$ cat src/rtl/muldiv_pkg.sv
// rtl/muldiv_pkg.sv - shared types and constants for the M-extension multiply/divide unit
package muldiv_pkg;

    typedef enum logic [2:0] {
        MUL    = 3'd0,
        MULH   = 3'd1,
        MULHSU = 3'd2,
        MULHU  = 3'd3,
        DIV    = 3'd4,
        DIVU   = 3'd5,
        REM    = 3'd6,
        REMU   = 3'd7
    } func3_t;

    typedef enum logic [1:0] {
        IDLE,
        CALC,
        DONE
    } state_t;

    localparam logic [6:0] OPC_OP       = 7'b0110011;
    localparam logic [6:0] OPC_OP32     = 7'b0111011;
    localparam logic [6:0] FUNC7_MULDIV = 7'b0000001;

endpackage

$ cat src/rtl/muldiv_sign_ctl.sv
// rtl/muldiv_sign_ctl.sv - operand magnitudes, result sign and fast-path detection
module muldiv_sign_ctl
    import muldiv_pkg::*;
#(
    parameter int DATA_WIDTH  = 64,
    parameter int WORD_LENGTH = 32
) (
    input  func3_t                func3,
    input  logic                  is_word,
    input  logic [DATA_WIDTH-1:0] data1,
    input  logic [DATA_WIDTH-1:0] data2,
    output logic [DATA_WIDTH-1:0] mag1,
    output logic [DATA_WIDTH-1:0] mag2,
    output logic                  neg_res,
    output logic                  fast,
    output logic [DATA_WIDTH-1:0] fast_res
);

    localparam logic [WORD_LENGTH-1:0] WORD_MIN = {1'b1, {(WORD_LENGTH-1){1'b0}}};
    localparam logic [DATA_WIDTH-1:0]  DATA_MIN = {1'b1, {(DATA_WIDTH-1){1'b0}}};

    function automatic logic [DATA_WIDTH-1:0] sext_w(input logic [WORD_LENGTH-1:0] v);
        return {{(DATA_WIDTH-WORD_LENGTH){v[WORD_LENGTH-1]}}, v};
    endfunction

    function automatic logic [DATA_WIDTH-1:0] zext_w(input logic [WORD_LENGTH-1:0] v);
        return {{(DATA_WIDTH-WORD_LENGTH){1'b0}}, v};
    endfunction

    logic                  s1, s2, neg1, neg2, is_div;
    logic                  div_zero, div_ovf, no_word_form;
    logic [DATA_WIDTH-1:0] ext1, ext2, word1;

    always_comb begin
        s1     = func3 inside {MULH, MULHSU, DIV, REM};
        s2     = func3 inside {MULH, DIV, REM};
        is_div = func3 inside {DIV, DIVU, REM, REMU};
        word1  = sext_w(data1[WORD_LENGTH-1:0]);

        ext1 = !is_word ? data1 : (s1 ? word1 : zext_w(data1[WORD_LENGTH-1:0]));
        ext2 = !is_word ? data2 : (s2 ? sext_w(data2[WORD_LENGTH-1:0])
                                      : zext_w(data2[WORD_LENGTH-1:0]));
        neg1 = s1 && ext1[DATA_WIDTH-1];
        neg2 = s2 && ext2[DATA_WIDTH-1];
        mag1 = neg1 ? -ext1 : ext1;
        mag2 = neg2 ? -ext2 : ext2;

        // Remainder follows the dividend; products and quotients follow the sign product.
        neg_res = (func3 == REM) ? neg1 : (neg1 ^ neg2);

        div_zero = is_word ? (data2[WORD_LENGTH-1:0] == '0) : (data2 == '0);
        div_ovf  = (func3 inside {DIV, REM}) &&
                   (is_word ? ((data1[WORD_LENGTH-1:0] == WORD_MIN) && (&data2[WORD_LENGTH-1:0]))
                            : ((data1 == DATA_MIN) && (&data2)));
        no_word_form = is_word && (func3 inside {MULH, MULHSU, MULHU});

        fast     = no_word_form || (is_div && (div_zero || div_ovf));
        fast_res = '0;
        if (no_word_form) begin
            fast_res = '0;
        end else if (div_zero) begin
            fast_res = (func3 inside {DIV, DIVU}) ? '1 : (is_word ? word1 : data1);
        end else if (div_ovf) begin
            fast_res = (func3 == DIV) ? (is_word ? word1 : data1) : '0;
        end
    end

endmodule

$ cat src/rtl/muldiv_unit.sv
// rtl/muldiv_unit.sv - iterative RV64M multiply/divide unit with tagged valid/ready result port
module muldiv_unit
    import muldiv_pkg::*;
#(
    parameter int DATA_WIDTH  = 64,
    parameter int WORD_LENGTH = 32,
    parameter int TAG_WIDTH   = 5
) (
    input  logic                  clk,
    input  logic                  rst_n,
    input  logic                  flush,
    input  logic                  in_valid,
    output logic                  in_ready,
    input  logic [2:0]            in_func3,
    input  logic                  in_is_word,
    input  logic [DATA_WIDTH-1:0] in_data1,
    input  logic [DATA_WIDTH-1:0] in_data2,
    input  logic [TAG_WIDTH-1:0]  in_tag,
    output logic                  out_valid,
    input  logic                  out_ready,
    output logic [DATA_WIDTH-1:0] out_res,
    output logic [TAG_WIDTH-1:0]  out_tag,
    output logic                  busy
);

    localparam int CW = $clog2(DATA_WIDTH + 1);
    localparam int AW = 2 * DATA_WIDTH;

    function automatic logic [DATA_WIDTH-1:0] sext_w(input logic [WORD_LENGTH-1:0] v);
        return {{(DATA_WIDTH-WORD_LENGTH){v[WORD_LENGTH-1]}}, v};
    endfunction

    state_t                state;
    func3_t                op_func3;
    logic                  op_word, op_neg;
    logic [CW-1:0]         cnt;
    logic [AW-1:0]         acc, acc_step;
    logic [DATA_WIDTH-1:0] opnd;

    func3_t                req_func3;
    logic [DATA_WIDTH-1:0] mag1, mag2, fast_res, dividend_init;
    logic                  neg_res, fast;

    assign req_func3 = func3_t'(in_func3);

    muldiv_sign_ctl #(
        .DATA_WIDTH  (DATA_WIDTH),
        .WORD_LENGTH (WORD_LENGTH)
    ) u_sign_ctl (
        .func3    (req_func3),
        .is_word  (in_is_word),
        .data1    (in_data1),
        .data2    (in_data2),
        .mag1     (mag1),
        .mag2     (mag2),
        .neg_res  (neg_res),
        .fast     (fast),
        .fast_res (fast_res)
    );

    // Word divides run WORD_LENGTH steps, so the dividend starts left-aligned.
    assign dividend_init = in_is_word ? (mag1 << (DATA_WIDTH - WORD_LENGTH)) : mag1;

    // acc is {remainder, quotient} for divides and {product high, multiplier} for multiplies.
    logic [DATA_WIDTH:0] rem_shift, trial, sum_add;

    always_comb begin
        rem_shift = '0;
        trial     = '0;
        sum_add   = '0;
        if (op_func3[2]) begin
            rem_shift = acc[AW-1:DATA_WIDTH-1];
            trial     = rem_shift - {1'b0, opnd};
            if (!trial[DATA_WIDTH]) begin
                acc_step = {trial[DATA_WIDTH-1:0], acc[DATA_WIDTH-2:0], 1'b1};
            end else begin
                acc_step = {rem_shift[DATA_WIDTH-1:0], acc[DATA_WIDTH-2:0], 1'b0};
            end
        end else begin
            sum_add  = {1'b0, acc[AW-1:DATA_WIDTH]} + (acc[0] ? {1'b0, opnd} : '0);
            acc_step = {sum_add, acc[DATA_WIDTH-1:1]};
        end
    end

    logic [AW-1:0]         prod;
    logic [DATA_WIDTH-1:0] quo, rem, final_res;
    logic [CW-1:0]         last_cnt;

    always_comb begin
        prod = op_neg ? -acc_step : acc_step;
        quo  = op_neg ? -acc_step[DATA_WIDTH-1:0] : acc_step[DATA_WIDTH-1:0];
        rem  = op_neg ? -acc_step[AW-1:DATA_WIDTH] : acc_step[AW-1:DATA_WIDTH];
        case (op_func3)
            // Word multiply leaves the product DATA_WIDTH-WORD_LENGTH bits above bit 0.
            MUL:                 final_res = op_word ? sext_w(acc_step[DATA_WIDTH-WORD_LENGTH +: WORD_LENGTH])
                                                     : prod[DATA_WIDTH-1:0];
            MULH, MULHSU, MULHU: final_res = prod[AW-1:DATA_WIDTH];
            DIV, DIVU:           final_res = op_word ? sext_w(quo[WORD_LENGTH-1:0]) : quo;
            default:             final_res = op_word ? sext_w(rem[WORD_LENGTH-1:0]) : rem;
        endcase
        last_cnt = op_word ? CW'(WORD_LENGTH - 1) : CW'(DATA_WIDTH - 1);
    end

    always_ff @(posedge clk or negedge rst_n) begin
        if (!rst_n) begin
            state     <= IDLE;
            op_func3  <= MUL;
            op_word   <= 1'b0;
            op_neg    <= 1'b0;
            cnt       <= '0;
            acc       <= '0;
            opnd      <= '0;
            out_valid <= 1'b0;
            out_res   <= '0;
            out_tag   <= '0;
            busy      <= 1'b0;
            in_ready  <= 1'b1;
        end else if (flush) begin
            state     <= IDLE;
            cnt       <= '0;
            out_valid <= 1'b0;
            busy      <= 1'b0;
            in_ready  <= 1'b1;
        end else begin
            case (state)
                IDLE: begin
                    if (in_valid) begin
                        op_func3 <= req_func3;
                        op_word  <= in_is_word;
                        op_neg   <= neg_res;
                        out_tag  <= in_tag;
                        cnt      <= '0;
                        opnd     <= in_func3[2] ? mag2 : mag1;
                        acc      <= in_func3[2] ? {{DATA_WIDTH{1'b0}}, dividend_init}
                                                : {{DATA_WIDTH{1'b0}}, mag2};
                        busy     <= 1'b1;
                        in_ready <= 1'b0;
                        if (fast) begin
                            out_res   <= fast_res;
                            out_valid <= 1'b1;
                            state     <= DONE;
                        end else begin
                            state <= CALC;
                        end
                    end
                end
                CALC: begin
                    acc <= acc_step;
                    cnt <= cnt + CW'(1);
                    if (cnt == last_cnt) begin
                        out_res   <= final_res;
                        out_valid <= 1'b1;
                        state     <= DONE;
                    end
                end
                DONE: begin
                    if (out_ready) begin
                        out_valid <= 1'b0;
                        busy      <= 1'b0;
                        in_ready  <= 1'b1;
                        state     <= IDLE;
                    end
                end
                default: state <= IDLE;
            endcase
        end
    end

endmodule

$ cat config.mk
export PLATFORM = sky130hd
export DESIGN_NAME = muldiv_unit
export DESIGN_NICKNAME = d
export VERILOG_FILES = /design/src/rtl/muldiv_pkg.sv /design/src/rtl/muldiv_sign_ctl.sv /design/src/rtl/muldiv_unit.sv
export SDC_FILE = /design/constraint.sdc
export NUM_CORES = 2
export LEC_CHECK = 0
export ABC_AREA = 1
export CAP_MARGIN = 20
export CORE_MARGIN = 4
export CORE_UTILIZATION = 42
export DETAILED_ROUTE_END_ITERATION = 8
export GPL_TIMING_DRIVEN = 0
export HOLD_SLACK_MARGIN = 0.06
export PLACE_DENSITY = 0.73
export SLEW_MARGIN = 10
export SYNTH_ARGS = -nofsm -noshare
export SYNTH_HDL_FRONTEND = slang
export SYNTH_SLANG_ARGS = --single-unit
$ cat constraint.sdc
create_clock -name clk -period 3.79 [get_ports clk]
set_input_delay 0.5685 -clock clk [delete_from_list [all_inputs] [get_ports clk]]
set_output_delay 0.5685 -clock clk [all_outputs]
set_load 0.02 [all_outputs]
==> flow_summary.json <==
{
  "area_growth_pct": 26.5,
  "grt_max_degree": 106,
  "max_cap_viol_count": 0,
  "netlist.area_leader.share": 0.196,
  "htree_levels": 2,
  "r2r_setup_slack_ns": -1.56,
  "end_kind": "flip-flop",
  "gp_congestion": 1.18,
  "fin_ws_ns": -1.56,
  "wl_mm": 275,
  "netlist_instances": 7228,
  "final.period_utilization": 1.41,
  "busiest_layer": "met2",
  "clk_latency_ns": 0.62,
  "synth-seq-cells": 278,
  "grt_use_met3": 0.226,
  "clockRootBuffer": "clkbuf_16",
  "cts_tree": "yes",
  "rsz0062_at_grt": "true",
  "place_area_mm2": 0.0439,
  "viasPerCell": 6.24,
  "synthMostInstantiatedCell": "nand2_1",
  "violations": "design-rule violations, negative setup slack",
  "ys_seq_area_frac": 0.174,
  "cts.sinks": 278,
  "worst_pin_slew_ns": 1.42,
  "grt_usage": 0.525,
  "die_x_um": 316,
  "initial_core_util": 0.426,
  "multi_input_area_mm2": 0.0316,
  "finClkSkew_ns": 0.0497,
  "dr.pass1.iters": 9,
  "avgSynthCellArea_um2": 5.52,
  "yosysWarnings": 0,
  "path_clk_slew_ns": 0.06,
  "place_ws_ns": -2.34,
  "grt_pass1_wl_mm": 371,
  "placementRows": 112,
  "wire_per_inst_um": 30.7,
  "slowest_stage": "dfrtp_1",
  "num_vias": 55867,
  "dpl.hpwl_mm": 223,
  "cp.arrival_ns": 5.86,
  "setup_viol": 121,
  "num-fill-cells": 9898,
  "maxSlewHeadroom": 0.0540,
  "drc": 27,
  "core-area_mm2": 0.0937,
  "ant_nets": 0,
  "antenna_found_initial": 27,
  "holdCritPathClass": "flip-flop to flip-flop",
  "layout.nets": 7926,
  "overflow": 0,
  "synth_top_flop_cell": "dfrtp_1",
  "path_max_fanout": 6,
  "final_cell_area_mm2": 0.0505,
  "ios": 214,
  "dieArea_mm2": 0.100,
  "async_reset_ff_frac": 1.00,
  "io_buffers": 213,
  "setup.worst_path.class": "flip-flop to flip-flop",
  "start_kind": "flip-flop",
  "met1_usage": 0.584,
  "hold_viol": 0,
  "fin_util": 0.539,
  "cp_num_buf_inv": 2,
  "yosysTopAreaCell": "nand2_1",
  "finalCriticalPeriod_ns": 5.35,
  "synth_edf_count": 0,
  "fmax_ghz": 0.187,
  "yosysUniqueCellTypes": 67,
  "clockBufferDepth": 3,
  "synthTopCellsByArea": "nand2_1 (20%), dfrtp_1 (17%), inv_1 (10%)",
  "regArea_mm2": 0.00702,
  "grt_pass1_vias": 50701,
  "syn_nets": 7506,
  "cts_buffers": 37,
  "groute.layer.met2.usage": 0.760,
  "drive_gt1_frac": 0.164,
  "cp_top_family": "simple AND/OR/NAND/NOR gates",
  "die_h_um": 316,
  "drt-initial-drc-count": 8387,
  "synth_commonest_cells": "nand2_1 (2083), inv_1 (1093), nor2_1 (895)",
  "slew_violations": 0,
  "crit_required_ns": 4.30,
  "cpPeakStageDelay_ns": 0.52,
  "netlist_area_mm2": 0.0399,
  "status": "finished with violations"
}
[area by class of cell]
class / count / area share
multi-input cells: 5578 / 0.625
flip-flops and latches: 278 / 0.139
inverters: 1121 / 0.0842
repair buffers: 381 / 0.0710
well taps: 1254 / 0.0311
plain buffers: 251 / 0.0248
clock buffers: 52 / 0.0209
clock inverters: 16 / 0.00307
diodes: 23 / 0.00114
[flip-flops by register name (all words and copies together), names as in the netlist]
signal and count:
out_res 64, out_tag 5, out_valid 1, op_neg 1
busy 1, state 2, op_word 1, cnt 7
opnd 64, in_ready 1, acc 128, op_func3 3
[tightest hold or removal path: stages, from the launching register on]
cell,delay (ns)
dfrtp_1,0.35
nand2_1,0.05
nand2_1,0.05
[path summary, 6_finish.rpt]
kind                             from     endpoint  cells past startpoint
hold reg to reg            out_tag[2]   out_tag[2]                      2
min in group asynchronous       rst_n   out_tag[3]                      2
setup reg to reg             acc[122]  out_res[48]                     26
max in group asynchronous       rst_n     acc[100]                      4
setup / recovery             acc[122]  out_res[48]                     26
hold / removal             out_tag[2]   out_tag[2]                      2
[cell usage in the layout, fill, tap and decap left out, types with 30 or more instances in the layout]
cell / synthesis / layout
nor2_1: 895 / 801
ha_2: 0 / 32
nand3_1: 520 / 407
a21oi_1: 493 / 404
clkdlybuf4s50_1: 0 / 207
xnor2_1: 42 / 35
o221ai_1: 55 / 55
ha_4: 0 / 48
a21oi_4: 8 / 30
buf_2: 43 / 51
inv_2: 20 / 42
clkbuf_16: 0 / 38
o21ai_2: 17 / 33
o21ai_0: 490 / 426
inv_1: 1093 / 1060
buf_4: 2 / 142
nand3_2: 10 / 73
o22ai_1: 46 / 46
ha_1: 134 / 54
nor2_4: 10 / 54
dfrtp_1: 277 / 224
nand3_4: 4 / 54
o21ai_1: 25 / 64
clkbuf_1: 174 / 151
nor2_2: 30 / 80
nand2_2: 68 / 170
dfrtp_2: 0 / 53
xor2_1: 156 / 130
o211ai_1: 41 / 41
nand4_1: 81 / 81
a21oi_2: 18 / 85
nor4_1: 52 / 46
nor3_1: 88 / 69
nand2_1: 2083 / 1932
nand2_4: 11 / 58
[per-layer routing]
| metal | up-vias | part of all wire |
|---|---|---|
| met5 | - | 0.0022 |
| met4 | 14 | 0.11 |
| met3 | 1399 | 0.14 |
| met2 | 4606 | 0.40 |
| met1 | 25677 | 0.34 |
| li1 | 24171 | - |
[cell families (layout without fill, tap and decap cells)]
group	after synthesis	in the layout	synth area share
compound gates	1321	1321	0.189
other cells	0	23	0
xor+xnor	198	198	0.0434
simple gates	3923	3923	0.416
flops	278	278	0.174
fa+ha+maj	136	136	0.0430
buf+inv	1372	1821	0.134
[repair_timing]
action | in CTS | in global routing
setup endpoints to repair | 225 | 204
hold buffers | 1 | 0
resized for setup | 582 | 460
buffers inserted | 76 | 77
pin swaps | 90 | 131
endpoints found under the hold margin | 77 | 0
[stage by stage]
| step | setup TNS [ns] | cells | hold WS, ns |
|---|---|---|---|
| after global placement | -3226.98 | 8695 | 0.453 |
| after detailed placement | -260.14 | 8709 | 0.462 |
| after CTS | -72.77 | 8854 | 0.481 |
| after global routing | -88.41 | 8940 | 0.490 |
| after floorplan | -1.85 | 7228 | 0.273 |
| final | -83.82 | 8954 | 0.481 |
Power is left out: the tool's default activity adds up to more than one toggle a clock period on the data nets, which glitch-free logic cannot reach.
